File: config.mk
export PLATFORM = sky130hd
export DESIGN_NAME = ram_bist_engine
export DESIGN_NICKNAME = d
export VERILOG_FILES = /design/src/rtl/ram_bist_pkg.sv /design/src/rtl/ram_bist_sp_ram.sv /design/src/rtl/ram_bist_engine.sv
export SDC_FILE = /design/constraint.sdc
export NUM_CORES = 1
export LEC_CHECK = 0
export BUFFER_PORTS_ARGS = -buffer_cell sky130_fd_sc_hd__buf_2
export CORE_MARGIN = 3
export CORE_UTILIZATION = 50
export DETAILED_ROUTE_END_ITERATION = 8
export MAX_ROUTING_LAYER = met4
export PLACE_DENSITY = 0.69
export SLEW_MARGIN = 25
export SYNTH_ARGS = -nofsm -noshare
export SYNTH_HDL_FRONTEND = slang
export SYNTH_SLANG_ARGS = --single-unit
File: constraint.sdc
create_clock -name i_clk -period 9.2 [get_ports i_clk]
set_input_delay 1.38 -clock i_clk [delete_from_list [all_inputs] [get_ports i_clk]]
set_output_delay 1.38 -clock i_clk [all_outputs]
set_load 0.005 [all_outputs]
File: src/rtl/ram_bist_pkg.sv
// Shared types and pattern generator for the RAM self-test engine.
package ram_bist_pkg;

    localparam int unsigned PAT_W = 64;

    typedef enum logic [1:0] {
        IDLE   = 2'd0,
        FILL   = 2'd1,
        VERIFY = 2'd2,
        DRAIN  = 2'd3
    } state_e;

    typedef enum logic [1:0] {
        MODE_INCR    = 2'd0,
        MODE_CHECKER = 2'd1,
        MODE_WALK1   = 2'd2,
        MODE_SOLID   = 2'd3
    } mode_e;

    // Pattern word for (mode, address, pass), computed at full width and masked to data_w bits.
    function automatic logic [PAT_W-1:0] gen_pattern(
        input mode_e             mode,
        input logic [PAT_W-1:0]  addr,
        input logic [PAT_W-1:0]  pass,
        input int unsigned       data_w
    );
        logic [PAT_W-1:0] mask;
        logic [PAT_W-1:0] alt01;
        logic [PAT_W-1:0] pat;
        mask  = (data_w >= PAT_W) ? '1 : ((PAT_W'(1) << data_w) - PAT_W'(1));
        alt01 = {(PAT_W/2){2'b01}};
        pat   = '0;
        case (mode)
            MODE_INCR:    pat = addr + pass;
            MODE_CHECKER: pat = (addr[0] ^ pass[0]) ? ~alt01 : alt01;
            MODE_WALK1:   pat = PAT_W'(1) << (addr % PAT_W'(data_w));
            MODE_SOLID:   pat = pass[0] ? '1 : '0;
            default:      pat = '0;
        endcase
        return pat & mask;
    endfunction

endpackage

File: src/rtl/ram_bist_sp_ram.sv
// Single-port synchronous RAM with registered read data; contents are not reset.
module ram_bist_sp_ram #(
    parameter int unsigned DATA_W = 8,
    parameter int unsigned ADDR_W = 4
) (
    input  logic              i_clk,
    input  logic              i_we,
    input  logic [ADDR_W-1:0] i_addr,
    input  logic [DATA_W-1:0] i_wdata,
    output logic [DATA_W-1:0] o_rdata
);

    localparam int unsigned DEPTH = 2 ** ADDR_W;

    logic [DATA_W-1:0] mem [DEPTH];
    logic [DATA_W-1:0] rdata_q;

    always_ff @(posedge i_clk) begin
        if (i_we) begin
            mem[i_addr] <= i_wdata;
        end
        rdata_q <= mem[i_addr];
    end

    assign o_rdata = rdata_q;

endmodule

File: src/rtl/ram_bist_engine.sv
// RAM self-test engine: fill/verify/drain passes with statistics.
// Optional `RAM_BIST_FAULT_INJECT_EN adds i_fault_inject to flip bit 0 of written words.
module ram_bist_engine
    import ram_bist_pkg::*;
#(
    parameter int unsigned DATA_W = 8,
    parameter int unsigned ADDR_W = 4,
    parameter int unsigned CNT_W  = 32
) (
    input  logic              i_clk,
    input  logic              i_rst_n,
    input  logic              i_start_system,
    input  logic              i_stop_system,
    input  logic [1:0]        i_mode,
`ifdef RAM_BIST_FAULT_INJECT_EN
    input  logic              i_fault_inject,
`endif
    output logic              o_busy,
    output logic              o_pass_done,
    output logic [CNT_W-1:0]  data_sets_generated,
    output logic [CNT_W-1:0]  data_sets_matched,
    output logic [CNT_W-1:0]  o_mismatch_count,
    output logic [CNT_W-1:0]  o_pass_count,
    output logic [ADDR_W-1:0] o_first_fail_addr,
    output logic              o_fail_seen
);

    state_e            state_q, state_d;
    mode_e             mode_q, mode_d;
    logic [ADDR_W-1:0] addr_q, addr_d;
    logic [ADDR_W-1:0] cmp_addr_q, cmp_addr_d;
    logic              cmp_valid_q, cmp_valid_d;
    logic [DATA_W-1:0] pass_idx_q, pass_idx_d;
    logic              stop_pend_q, stop_pend_d;
    logic              busy_q, busy_d;
    logic              pass_done_q, pass_done_d;
    logic [CNT_W-1:0]  gen_q, gen_d;
    logic [CNT_W-1:0]  match_q, match_d;
    logic [CNT_W-1:0]  mism_q, mism_d;
    logic [CNT_W-1:0]  pass_cnt_q, pass_cnt_d;
    logic [ADDR_W-1:0] ffa_q, ffa_d;
    logic              fail_q, fail_d;

    logic              ram_we;
    logic              fault;
    logic [DATA_W-1:0] wr_pat;
    logic [DATA_W-1:0] exp_pat;
    logic [DATA_W-1:0] ram_wdata;
    logic [DATA_W-1:0] ram_rdata;

    function automatic logic [CNT_W-1:0] sat_inc(input logic [CNT_W-1:0] v);
        return (v == '1) ? v : v + CNT_W'(1);
    endfunction

`ifdef RAM_BIST_FAULT_INJECT_EN
    assign fault = i_fault_inject;
`else
    assign fault = 1'b0;
`endif

    assign wr_pat    = DATA_W'(gen_pattern(mode_q, PAT_W'(addr_q), PAT_W'(pass_idx_q), DATA_W));
    assign exp_pat   = DATA_W'(gen_pattern(mode_q, PAT_W'(cmp_addr_q), PAT_W'(pass_idx_q), DATA_W));
    assign ram_wdata = wr_pat ^ {{(DATA_W-1){1'b0}}, fault};

    ram_bist_sp_ram #(
        .DATA_W (DATA_W),
        .ADDR_W (ADDR_W)
    ) u_ram (
        .i_clk   (i_clk),
        .i_we    (ram_we),
        .i_addr  (addr_q),
        .i_wdata (ram_wdata),
        .o_rdata (ram_rdata)
    );

    always_comb begin
        state_d     = state_q;
        mode_d      = mode_q;
        addr_d      = addr_q;
        cmp_addr_d  = addr_q;
        cmp_valid_d = (state_q == VERIFY);
        pass_idx_d  = pass_idx_q;
        stop_pend_d = stop_pend_q;
        pass_done_d = 1'b0;
        gen_d       = gen_q;
        match_d     = match_q;
        mism_d      = mism_q;
        pass_cnt_d  = pass_cnt_q;
        ffa_d       = ffa_q;
        fail_d      = fail_q;
        ram_we      = 1'b0;

        // Compare the word whose read was issued in the previous cycle.
        if (cmp_valid_q) begin
            if (ram_rdata == exp_pat) begin
                match_d = sat_inc(match_q);
            end else begin
                mism_d = sat_inc(mism_q);
                if (!fail_q) begin
                    fail_d = 1'b1;
                    ffa_d  = cmp_addr_q;
                end
            end
        end

        if (state_q != IDLE && i_stop_system) begin
            stop_pend_d = 1'b1;
        end

        case (state_q)
            IDLE: begin
                if (i_start_system && !i_stop_system) begin
                    state_d     = FILL;
                    mode_d      = mode_e'(i_mode);
                    addr_d      = '0;
                    pass_idx_d  = '0;
                    stop_pend_d = 1'b0;
                    gen_d       = '0;
                    match_d     = '0;
                    mism_d      = '0;
                    pass_cnt_d  = '0;
                    ffa_d       = '0;
                    fail_d      = 1'b0;
                end
            end
            FILL: begin
                ram_we = 1'b1;
                gen_d  = sat_inc(gen_q);
                addr_d = addr_q + ADDR_W'(1);
                if (addr_q == '1) begin
                    state_d = VERIFY;
                end
            end
            VERIFY: begin
                addr_d = addr_q + ADDR_W'(1);
                if (addr_q == '1) begin
                    state_d     = DRAIN;
                    pass_done_d = 1'b1;
                end
            end
            DRAIN: begin
                pass_cnt_d = sat_inc(pass_cnt_q);
                pass_idx_d = pass_idx_q + DATA_W'(1);
                if (stop_pend_q || i_stop_system) begin
                    state_d     = IDLE;
                    stop_pend_d = 1'b0;
                end else begin
                    state_d = FILL;
                end
            end
            default: state_d = IDLE;
        endcase

        busy_d = (state_d != IDLE);
    end

    always_ff @(posedge i_clk or negedge i_rst_n) begin
        if (!i_rst_n) begin
            state_q     <= IDLE;
            mode_q      <= MODE_INCR;
            addr_q      <= '0;
            cmp_addr_q  <= '0;
            cmp_valid_q <= 1'b0;
            pass_idx_q  <= '0;
            stop_pend_q <= 1'b0;
            busy_q      <= 1'b0;
            pass_done_q <= 1'b0;
            gen_q       <= '0;
            match_q     <= '0;
            mism_q      <= '0;
            pass_cnt_q  <= '0;
            ffa_q       <= '0;
            fail_q      <= 1'b0;
        end else begin
            state_q     <= state_d;
            mode_q      <= mode_d;
            addr_q      <= addr_d;
            cmp_addr_q  <= cmp_addr_d;
            cmp_valid_q <= cmp_valid_d;
            pass_idx_q  <= pass_idx_d;
            stop_pend_q <= stop_pend_d;
            busy_q      <= busy_d;
            pass_done_q <= pass_done_d;
            gen_q       <= gen_d;
            match_q     <= match_d;
            mism_q      <= mism_d;
            pass_cnt_q  <= pass_cnt_d;
            ffa_q       <= ffa_d;
            fail_q      <= fail_d;
        end
    end

    assign o_busy              = busy_q;
    assign o_pass_done         = pass_done_q;
    assign data_sets_generated = gen_q;
    assign data_sets_matched   = match_q;
    assign o_mismatch_count    = mism_q;
    assign o_pass_count        = pass_cnt_q;
    assign o_first_fail_addr   = ffa_q;
    assign o_fail_seen         = fail_q;

endmodule

# --- Word level (Yosys, flattened, before mapping) ---
# Memories as Yosys holds them, arrays and structs flattened. A register that Yosys moved wholly into a read port is not among the register bits.
# Cells that the tools add are included.
# Widths: inputs -> output; s select.
totals:
  regBits: 157
  ramBits: 128
  input_bits: 6
  out_inout_bits: 135
  wordCells: 107
  mem_count: 1
memory_table:
  columns: ["name", "depth", "width", "rd", "rd_ports_with_merged_regs", "write_ports", "line_no", "source"]
  rows:
  - ["u_ram.mem", 16, 8, 1, 1, 1, "ram_bist_sp_ram.sv:15", "logic [DATA_W-1:0] mem [DEPTH];"]
op_classes:
  n_addsub: 8
  eq_ne: 15
  n_shift: 2
  n_mux: 47
  bitwise: 2
  n_reduce_logical: 17
op_table:
  columns: ["operator", "count"]
  rows:
  - ["$mux 32", 13]
  - ["$add 32x1->32 const B", 4]
  - ["$eq 32x32->1 const B", 4]
  - ["$pmux 32 s2", 2]
  - ["$pmux 8 s4", 2]
  - ["$mux 8", 4]
  - ["$mux 4", 6]
  - ["$add 4x8->8", 2]
  - ["$pmux 8 s2", 1]
  - ["$shl 1x3->8 const A", 2]
  - ["$mux 1", 13]
  - ["$reduce_bool 2->1", 5]
  - ["$add 8x1->8 const B", 1]
  - ["$eq 2x2->1 const B", 4]
  - ["$eq 8x8->1", 1]
  - ["$pmux 2 s4", 1]
  - ["$pmux 4 s2", 1]
  - ["$mux 2", 3]
  - ["$ne 2x2->1 const B", 3]
  - ["$reduce_and 2->1", 3]
  - ["$reduce_and 3->1", 2]
  - ["$add 4x1->4 const B", 1]
  - ["$eq 2x1->1 const B", 2]
  - ["$eq 4x4->1 const B", 1]
  - ["other kinds (7)", 10]

# --- Depth between registers and ports, before layout ---
# Gate-level depths: netlist of run 1.
logic_depth:
  depth_word: 8
  depth_mapped: 14
  mapped_depth_nobuf: 11

# --- Modules after synthesis ---
# A second synthesis of run 1 with hierarchy kept.
hier_totals:
  cells_unflattened: 1291
  hier_area_um2: 14377.5
modules_own_cells:
  columns: ["mod", "n_inst", "cells_each", "area_each_um2", "seq_area_each_um2"]
  rows:
  - ["ram_bist_engine", 1, 1061, 9310.2, 3928.8]
  - ["ram_bist_sp_ram", 1, 230, 5067.4, 4003.8]

# --- Worst setup path before layout of run 1 ---
# OpenSTA, ideal clock, no wires.
synth_timing:
  path_type: "flip-flop to flip-flop"
  start: "reg addr_q[1]"
  end: "mem u_ram.mem[0][6] (data pin)"
  setup_ps: 348
  t_arrival_ps: 2985
  required_time_ps: 8852
  setup_slack_ps: 5867
  path_stages_with_launch: 11
  path_buffers: 2
  synth_period_minus_slack_ps: 3333
  path_cell_list: "dfrtp_1 clkbuf_1 clkbuf_1 inv_1 fa_1 nor2b_1 o21ai_0 nand2b_1 nand3_1 xor2_1 a221oi_1"
synth_between:
  elab_chain_len: 2
  elab_cells_between_ends: 3
  classes_between: "add/sub: 1; shift: 1; mux: 1"
synth_lines:
  columns: ["item", "line_no", "source"]
  rows:
  - ["start, declared", "ram_bist_engine.sv:30", "logic [ADDR_W-1:0] addr_q, addr_d;"]
  - ["start signal, assigned", "ram_bist_engine.sv:177", "addr_q <= addr_d;"]
  - ["$add 4x8->8 or $shl 1x3->8 (tied branches)", "ram_bist_pkg.sv:34, ram_bist_pkg.sv:36", null]
  - ["$pmux 8 s4 (*)", "ram_bist_pkg.sv:33", "case (mode)"]
  - ["named net ram_wdata[6]", "ram_bist_engine.sv:48", "logic [DATA_W-1:0] ram_wdata;"]
  - ["end, declared", "ram_bist_sp_ram.sv:15", null]
# The timed path passes the listed nets; every way through them passes the cells marked *.

# --- Final worst setup path of run 1 ---
layout_timing:
  start: "reg pass_idx_q[0]"
  end: "reg match_q[13], in the netlist data_sets_matched[13]"
layout_between:
  elab_chain_len: 8
  elab_cells_between_ends: 10
  classes_between: "add/sub: 1; eq/ne: 1; mux: 7; bitwise: 1"
layout_lines:
  columns: ["item", "line_no", "source"]
  rows:
  - ["start, declared", "ram_bist_engine.sv:33", "logic [DATA_W-1:0] pass_idx_q, pass_idx_d;"]
  - ["start signal, assigned", "ram_bist_engine.sv:180", "pass_idx_q <= pass_idx_d;"]
  - ["branches (longest 2 deep; another with $add 4x8->8)", null, null]
  - ["$pmux 8 s4 (*)", "ram_bist_pkg.sv:33", null]
  - ["$eq 8x8->1 (*)", "ram_bist_engine.sv:95", "if (ram_rdata == exp_pat) begin"]
  - ["$mux 32 (*)", "ram_bist_engine.sv:95", null]
  - ["$mux 32 (*)", "ram_bist_engine.sv:94", "if (cmp_valid_q) begin"]
  - ["$mux 32", "ram_bist_engine.sv:112", "if (i_start_system && !i_stop_system) begin"]
  - ["$mux 32 (*)", "ram_bist_engine.sv:110", "case (state_q)"]
  - ["named net match_d[13]", "ram_bist_engine.sv:38", "logic [CNT_W-1:0] match_q, match_d;"]
  - ["end signal, assigned", "ram_bist_engine.sv:185", "match_q <= match_d;"]
  - ["end, declared", "ram_bist_engine.sv:38", null]
# Mark *: on every way through the listed nets, which the timed path passes.
# A chain may end at the register's enable or synchronous reset.

==> results_dict.tcl, run 1 <==
set metrics [dict create \
    postCtsSetupRepairBufs 0 \
    critPathBufInv 1 \
    clk_latency_ns 0.57 \
    hold_viol_final 0 \
    clk_path_buf_depth 3 \
    crit_path_end_kind "flop" \
    die_y_um 175.0 \
    gr-total-overflow 0 \
    path_max_fanout 56 \
    drtIter0Drc 1024 \
    synthTopCellsByCount "157 x dfrtp_1, 128 x edfxtp_1, 105 x nor2_1, 99 x nand2_1, 75 x a21oi_1" \
    die_w_um 175.0 \
    drc 0 \
    dieArea_um2 30630 \
    path_cells "ha_1 > inv_1 > fa_1 > nand2b_1 > a211oi_1 > xnor2_1 > nand2_1 > mux2i_1 > nand4_4 > or4_1 > a21oi_1" \
    synth_cell_type_count 69 \
    synthesis.area_um2 14280 \
    dpl.hpwl_um 21820 \
    synthCells 1253 \
    synth_fp_nets 1284 \
    drt_first_pass_iters 5 \
    start_kind "flop" \
    cp_slowest_cell "or4_1" \
    worst-setup-path-type "reg -> reg" \
    rsz0062_at_grt "no" \
    p_clk_frac 0.289 \
    cts_buffers 31 \
    rows 61 \
    synth_largest_area_cell "dfrtp_1" \
    finalSetupViolations 0 \
    core_um2 27930 \
    slew_headroom 0.3236 \
    io_buffers 140 \
    p_sw_mw 1.563 \
    finalWirelength_um 33370 \
    met3_usage 0.03107 \
    cts_root_buf "clkbuf_16" \
    vias_per_cell 5.970 \
    status "completed" \
    arrival_ns 4.48 \
    period_share 0.4350 \
    critical_path.top_delay_family "simple AND/OR/NAND/NOR gates" \
    finalSetupTns_ns 0 \
    worst_pin_slew_ns 1.012 \
    tritoncts "yes" \
    cts_sinks 293 \
    top_usage_layer "met2" \
    num_vias 10690 \
    grt_pass1_wl_um 53720 \
    area_growth_pct 15.55 \
    start_util 0.5113 \
    synth_area_leaders "dfrtp_1 28%, edfxtp_1 27%, mux4_2 6.3%" \
    h-tree-depth 1 \
    avgSynthCellArea_um2 11.40 \
    max_freq_mhz 249.9 \
    worstPathRequired_ns 9.67 \
    finalMaxSlewViolations 0 \
    hold_slack_ns 0.5101 \
    grt_usage 0.2195 \
    grt_max_degree 82 \
    clk_transition_reported_paths_ns 0.06 \
    power.density_nw_per_um2 282.6 \
    synth_top_area_share 0.2751 \
    wire_per_inst_um 18.63 \
    ios 141 \
    cts_resized 0 \
    p_leak_nw 6.748 \
    synth-edff-count 128 \
    p_comb_frac 0.308 \
    power.total_mw 4.664 \
    synth_seq_area_share 0.5554 \
    max-cap-violations 0 \
    period_minus_slack_ns 4.002 \
    async_flop_share 0.5358 \
    fin_cells 1791 \
    power_frac_seq 0.403 \
    vdd_drop_max_uv 198.3 \
    synth_warnings 0 \
    slowest_delay_ns 0.67 \
    swShare 0.3351 \
    fillers 2334 \
    synthFlopType "dfrtp_1" \
    diodes 0 \
    ys_ff_latch 293 \
    synth.most_common_cell "dfrtp_1" \
    final_util 0.5908 \
    cellInternalPower_mw 3.101 \
    hold_class "reg -> reg" \
    first_global_vias 9934 \
    antenna_left 0 \
    antenna_found_initial 0 \
    drive_above_1_share 0.1967 \
    met2_usage 0.3371 \
    fin_nets 1419 \
    skew_ns 0.02264 \
    dp_cells 1733 \
    gp_congestion 0.8444 \
    cts_hold_buf 0 \
    use_met1 0.3142 \
]
[final timing paths]
check | cells past startpoint | from | endpoint | slack, ns
max | 11 | pass_idx_q[0] | data_sets_matched[13] | 5.20
min | 1 | data_sets_generated[19] | data_sets_generated[19] | 0.51
max reg2reg | 11 | pass_idx_q[0] | data_sets_matched[13] | 5.20
min reg2reg | 1 | data_sets_generated[19] | data_sets_generated[19] | 0.51
max in group asynchronous | 2 | i_rst_n | addr_q[0] | 7.14
min in group asynchronous | 1 | i_rst_n | o_mismatch_count[8] | 0.85
[registers in the layout (all words and copies together), names as in the netlist, 8 cells and up]
name / cells
o_mismatch_count: 32
data_sets_matched: 32
u_ram.mem: 128
pass_idx_q: 8
o_pass_count: 32
data_sets_generated: 32
u_ram.o_rdata: 8
[worst register-to-register path: stages (launching register included)]
cell and delay [ns]:
dfrtp_1 0.56, ha_1 0.25, inv_1 0.06, fa_1 0.37, nand2b_1 0.19, a211oi_1 0.27
xnor2_1 0.15, nand2_1 0.11, mux2i_1 0.49, nand4_4 0.62, or4_1 0.69, a21oi_1 0.16
[layout make-up]
type	instances	area, um^2	area share
Sequential cell	293	7934	0.4807
Multi-Input combinational cell	878	6035	0.3656
Inverter	25	93.84	0.005686
Timing Repair Buffer	159	853.3	0.05170
Clock buffer	44	880.8	0.05337
Tap cell	378	473.0	0.02866
Clock inverter	14	235.2	0.01425
[cell families after synthesis]
kind of cell    after synthesis  share of synthesized area
fa+ha+maj                    25                    0.02295
compound gates              240                     0.1041
flops                       293                     0.5554
mux                          54                    0.07323
buf+inv                      82                    0.02435
simple gates                503                     0.1857
xor+xnor                     56                    0.03434
[metal layers]
metal | part of all wire | up-vias
li1 | - | 5004
met1 | 0.44 | 5297
met2 | 0.47 | 327
met3 | 0.061 | 64
met4 | 0.023 | 0
met5 | 0 | -
[metrics by stage]
stage / setup WS (ns) / area (um^2)
6_report: 5.198 / 16500
5_1_grt: 4.867 / 16500
4_1_cts: 4.826 / 16490
3_5_place_dp: 4.865 / 15370
3_3_place_gp: 4.864 / 15370
2_1_floorplan: 5.867 / 14280
[power groups by stage]
stage	registers (mW)	clock network, mW	logic [mW]
2_1_floorplan	1.83	0	0.992
3_3_place_gp	1.89	0	1.40
3_5_place_dp	1.90	0	1.42
4_1_cts	1.88	1.37	1.44
5_1_grt	1.90	1.42	1.59
6_report	1.88	1.35	1.44
[placed cells by master, fill, tap and decap left out, drive strengths merged, types with 34 or more instances in the layout]
cell type | netlist | routed
o21ai | 74 | 74
nor2 | 105 | 105
nand4 | 42 | 42
clkbuf | 41 | 44
dfrtp | 157 | 157
a21oi | 75 | 75
or3 | 50 | 50
nand3 | 55 | 55
nand2 | 99 | 99
mux4 | 40 | 40
buf | 16 | 159
edfxtp | 128 | 128
xor2 | 34 | 34
No activity file was read; power rests on OpenSTA's default activity.
==> run 2, diff against run 1 <==
--- a/config.mk
+++ b/config.mk
@@ -10,7 +10,7 @@
 export CORE_UTILIZATION = 50
 export DETAILED_ROUTE_END_ITERATION = 8
 export MAX_ROUTING_LAYER = met4
-export PLACE_DENSITY = 0.69
+export PLACE_DENSITY = 0.72
 export SLEW_MARGIN = 25
 export SYNTH_ARGS = -nofsm -noshare
 export SYNTH_HDL_FRONTEND = slang
==> constraint.sdc (replaced) <==
create_clock -name i_clk -period 3.25 [get_ports i_clk]
set_input_delay 0.4875 -clock i_clk [delete_from_list [all_inputs] [get_ports i_clk]]
set_output_delay 0.4875 -clock i_clk [all_outputs]
set_load 0.005 [all_outputs]
==> run 2 against run 1 <==
- critical path depth fell by 2
- final area rose by 3.2%
- clock-buffer cell count rose by 3
- final cell count rose by 2.7%
- setup slack got worse by 5.1 ns
- critical path type unchanged
==> results_dict.tcl, run 2 (synthesis gave the netlist of run 1 again) <==
set metrics [dict create \
    status "completed" \
    wire_per_inst_um 18.83 \
    area_growth_pct 19.23 \
    grt_max_degree 87 \
    num_vias 10890 \
    power.density_nw_per_um2 796.8 \
    tritoncts "yes" \
    skew_ns 0.01991 \
    start_util 0.5113 \
    hold_class "in -> async" \
    die_y_um 175.0 \
    hold_viol_final 0 \
    regMostFlops "u_ram.mem" \
    dieArea_um2 30630 \
    path_max_fanout 16 \
    seqCellArea_um2 7934 \
    drive_above_1_share 0.2237 \
    hold_slack_ns 0.02584 \
    h-tree-depth 2 \
    max-cap-violations 0 \
    largest_reg_flops 128 \
    cts_sinks 293 \
    dpl.hpwl_um 22470 \
    vias_per_cell 5.917 \
    finalSetupViolations 0 \
    worst-setup-path-type "reg -> reg" \
    fin_nets 1467 \
    gr-total-overflow 0 \
    cp_slowest_cell "dfrtp_1" \
    antenna_left 0 \
    finalMaxSlewViolations 0 \
    drc 0 \
    path_cells "nand3b_1 > a2111oi_2 > o32a_1 > and4_1 > and4_4 > nand4_4 > buf_12 > or4_1 > a21oi_1" \
    period_minus_slack_ns 3.131 \
    crit_path_end_kind "flop" \
    rows 61 \
    worstPathRequired_ns 3.67 \
    antenna_found_initial 0 \
    finalWirelength_um 34640 \
    worst_pin_slew_ns 0.8505 \
    slew_headroom 0.4330 \
    fin_area_um2 17030 \
    p_leak_nw 7.048 \
    first_global_vias 10430 \
    cts_root_buf "clkbuf_16" \
    clk_latency_ns 0.52 \
    cts_buffers 34 \
    max_freq_mhz 319.4 \
    final_cell_mix "156 x dfrtp_1, 139 x buf_2, 128 x edfxtp_1" \
    drt_first_pass_iters 5 \
    drtIter0Drc 973 \
    cts_hold_buf 0 \
    io_buffers 140 \
    gp_congestion 0.8753 \
    grt_pass1_wl_um 55610 \
    clk_path_buf_depth 3 \
    multi_input_area_um2 6070 \
    period_share 0.9634 \
    diodes 0 \
    clk_transition_reported_paths_ns 0.06 \
    critical_path.top_delay_family "simple AND/OR/NAND/NOR gates" \
    ios 141 \
    arrival_ns 3.55 \
    die_w_um 175.0 \
    final_common_cell "dfrtp_1" \
    fillers 2259 \
    critPathBufInv 1 \
    vdd_drop_max_uv 511.8 \
    finalSetupTns_ns 0 \
    slowest_delay_ns 0.65 \
    start_kind "flop" \
    core_um2 27930 \
    dpl_cell_area_um2 15730 \
    grt_usage 0.2278 \
]
## run 2: cell types whose count changed in the layout (fill, tap and decap cells not counted), sizes merged
cell,delta
buf,+42
clkbuf,+6
inv,+1
## run 2: cell type report
type | count | area share
clock inverters | 15 | 0.01411
well taps | 378 | 0.02777
multi-input cells | 878 | 0.3564
repair buffers | 204 | 0.07575
inverters | 25 | 0.005510
flip-flops and latches | 293 | 0.4659
clock buffers | 47 | 0.05459
## run 2: final timing paths
path                       cells past startpoint                      to  slack [ns]       from
min reg2reg                                    0           cmp_addr_q[1]        0.47  addr_q[1]
min in group i_clk                             3               mode_q[1]        0.19  i_mode[1]
max                                            9    data_sets_matched[7]        0.12  mode_q[1]
max reg2reg                                    9    data_sets_matched[7]        0.12  mode_q[1]
min                                            1    o_mismatch_count[12]        0.03    i_rst_n
max in group asynchronous                      2  data_sets_generated[4]        2.38    i_rst_n
## run 2: layer usage
metal	vias to the layer above	global-route usage	wire length, um	share of wire
met2	331	0.3651	16840	0.49
met5	-	-	0	0
met4	0	0.05519	631	0.018
met1	5407	0.3109	15260	0.44
met3	51	0.03346	1911	0.055
li1	5098	-	-	-
## run 2: timing repair
item / in CTS / in global routing
gates resized for setup: 0 / 9
setup buffers: 0 / 1
setup endpoints to repair: 0 / 29
## run 2: stage by stage
| stage | power (mW) | utilization | cells | setup slack [ns] |
|---|---|---|---|---|
| floorplan | 8.007 | - | 1253 | 0.09238 |
| global placement | 9.371 | 0.5632 | 1774 | 0.1040 |
| detailed placement | 9.532 | 0.5632 | 1774 | 0.05722 |
| CTS | 13.58 | 0.6051 | 1836 | 0.01897 |
| global route | 14.31 | 0.6096 | 1840 | -0.01888 |
| finish | 13.57 | 0.6096 | 1840 | 0.1188 |
## run 2: power breakdown
group	switching, mW	internal (mW)	leakage, nW
Sequential	0.364	4.83	3.38
Combinational	2.61	1.77	3.10
Clock	1.50	2.49	0.570
Total	4.48	9.09	7.05
==> run 3, diff against run 2 <==
--- a/config.mk
+++ b/config.mk
@@ -6,11 +6,13 @@
 export NUM_CORES = 1
 export LEC_CHECK = 0
 export BUFFER_PORTS_ARGS = -buffer_cell sky130_fd_sc_hd__buf_2
+export CELL_PAD_IN_SITES_DETAIL_PLACEMENT = 1
+export CELL_PAD_IN_SITES_GLOBAL_PLACEMENT = 1
 export CORE_MARGIN = 3
-export CORE_UTILIZATION = 50
+export CORE_UTILIZATION = 38
 export DETAILED_ROUTE_END_ITERATION = 8
 export MAX_ROUTING_LAYER = met4
-export PLACE_DENSITY = 0.72
+export PLACE_DENSITY_LB_ADDON = 0.1
 export SLEW_MARGIN = 25
 export SYNTH_ARGS = -nofsm -noshare
 export SYNTH_HDL_FRONTEND = slang
==> run 3 against run 2 <==
- power rose by 3.8%
- global-route usage fell by 2.3 points
- non-clock buffer count increased by 20
- largest cell class unchanged
- critical endpoint is now data_sets_matched[22]
- sequential share of layout area is 1.6 points lower
- sequential cell count unchanged
- final cell count rose by 8.3%
- sequential power hardly changed
- register-to-register slack got worse by 0.07 ns
- critical path type unchanged
==> results_dict.tcl, run 3 (synthesis gave the netlist of run 1 again) <==
set metrics [dict create \
    drt_first_pass_iters 4 \
    met3_usage 0.03323 \
    cts_buffers 37 \
    r2r_slack_ns 0.05 \
    crit_path_end_kind "flop" \
    grt_pass1_wl_um 63880 \
    first_global_vias 11330 \
    clk_latency_ns 0.53 \
    path_cells "ha_2 > inv_2 > fa_2 > nand2b_4 > a21oi_2 > mux2i_1 > mux2i_1 > and4_4 > nand4_4 > buf_12 > clkbuf_16 > o211a_1 > a31o_2" \
    start_util 0.3874 \
    num_vias 11010 \
    cts_sinks 293 \
    top_usage_layer "met2" \
    cts_root_buf "clkbuf_16" \
    largest_reg_flops 128 \
    area_growth_pct 23.50 \
    dieArea_um2 39950 \
    drtIter0Drc 510 \
    die_w_um 199.9 \
    finalMaxSlewViolations 0 \
    grt_max_degree 70 \
    status "completed" \
    period_share 0.9852 \
    hold_viol_final 0 \
    power.total_mw 14.09 \
    slowest_delay_ns 0.38 \
    die_y_um 199.9 \
    start_kind "flop" \
    period_minus_slack_ns 3.202 \
    finalSetupViolations 0 \
    r2r_cells 13 \
    p_leak_nw 7.221 \
    worst-setup-path-type "reg -> reg" \
    final_common_cell "dfrtp_1" \
    rows 70 \
    whs_path_depth 3 \
    use_met1 0.2736 \
    clk_transition_reported_paths_ns 0.06 \
    max-cap-violations 0 \
    power.density_nw_per_um2 798.8 \
    worst_pin_slew_ns 0.8846 \
    core_um2 36870 \
    path_max_fanout 7 \
    drc 0 \
    power_frac_seq 0.370 \
    final_cell_mix "155 x dfrtp_1, 139 x buf_2, 128 x edfxtp_1" \
    swShare 0.3390 \
    h-tree-depth 2 \
    cp_slowest_cell "fa_2" \
    io_buffers 140 \
    rsz0062_at_grt "yes" \
    antenna_left 0 \
    grt_usage 0.2052 \
    crit_path_frequent_cell "mux2i_1" \
    slew_headroom 0.4102 \
    reg2reg_from "pass_idx_q[0]" \
    met2_usage 0.3352 \
    regMostFlops "u_ram.mem" \
    vias_per_cell 5.526 \
    gp_congestion 0.8102 \
    ios 141 \
    hold_end "mode_q[1]" \
    max_freq_mhz 312.3 \
    finalWirelength_um 40470 \
    fin_nets 1490 \
    worstPathRequired_ns 3.67 \
    clk_path_buf_depth 3 \
    cellInternalPower_mw 9.314 \
    antenna_found_initial 2 \
    p_sw_mw 4.777 \
    critPathLaunch "pass_idx_q[0]" \
    arrival_ns 3.62 \
    post-place-ws_ns 0.05195 \
    p_clk_frac 0.303 \
    setup_ws_ns 0.04817 \
    p_comb_frac 0.326 \
    drive_above_1_share 0.2650 \
    tritoncts "yes" \
    dpl.hpwl_um 27030 \
    vdd_drop_max_uv 501.3 \
    skew_ns 0.01363 \
    hold_path.startpoint "i_mode[1]" \
    hold_class "in -> reg" \
    wire_per_inst_um 20.31 \
    gr-total-overflow 0 \
    reg2reg_to "data_sets_matched[22]" \
]
==> run 3: critical path: cells and delay by family (launching register included) <==
family	cells	cell delay (ns)
fa+ha+maj	2	0.57
simple gates	3	0.66
buf+inv	3	0.41
compound gates	3	0.57
mux	2	0.51
flops	1	0.35
==> run 3: repair_timing <==
| item | in CTS | in global routing |
|---|---|---|
| endpoints found under the hold margin | 15 | 0 |
| resized for setup | 0 | 54 |
| setup buffers | 0 | 3 |
| endpoints found under the setup margin | 0 | 40 |
| hold buffers | 1 | 0 |
==> run 3: routing by layer <==
layer / part of all wire / vias up / wire length (um)
li1: - / 5138 / -
met4: 0.014 / 0 / 582
met3: 0.036 / 43 / 1460
met1: 0.46 / 5659 / 18650
met5: 0 / - / 0
met2: 0.49 / 173 / 19770
==> run 3: cell type report <==
cell class | count | area [um^2]
Antenna cell | 2 | 5.005
Multi-Input combinational cell | 878 | 6238
Timing Repair Buffer | 224 | 1461
Clock inverter | 16 | 247.7
Sequential cell | 293 | 7935
Fill cell | 3922 | 19230
Tap cell | 504 | 630.6
Clock buffer | 51 | 1028
Inverter | 25 | 93.84
==> run 3: worst max-delay path by stage <==
stage,slack [ns],endpoint,depth (start not counted)
finish,0.05,data_sets_matched[22],13
global route,-0.12,data_sets_matched[6],13
CTS,0.01,data_sets_matched[7],12
detailed placement,0.05,data_sets_matched[7],12
global placement,0.1,data_sets_matched[7],12
floorplan,0.09,u_ram.mem[0][4],9
==> run 3: per-stage QoR <==
step / utilization / TNS, ns / cells / instance area, um^2 / hold WS, ns
floorplan: - / 0 / 1253 / 14290 / 0.1919
global placement: 0.4335 / 0 / 1914 / 15980 / 0.4974
detailed placement: 0.4335 / 0 / 1914 / 15980 / 0.5107
CTS: 0.4683 / 0 / 1982 / 17270 / 0.1305
global route: 0.4784 / -2.505 / 1993 / 17640 / 0.1356
finish: 0.4784 / 0 / 1993 / 17640 / 0.1542
==> run 3: power groups by stage <==
stage | clock [mW] | sequential (mW) | combinational (mW)
finish | 4.27 | 5.22 | 4.60
global route | 4.57 | 5.28 | 5.11
CTS | 4.40 | 5.22 | 4.54
detailed placement | 0 | 5.29 | 4.51
global placement | 0 | 5.27 | 4.42
floorplan | 0 | 5.19 | 2.82
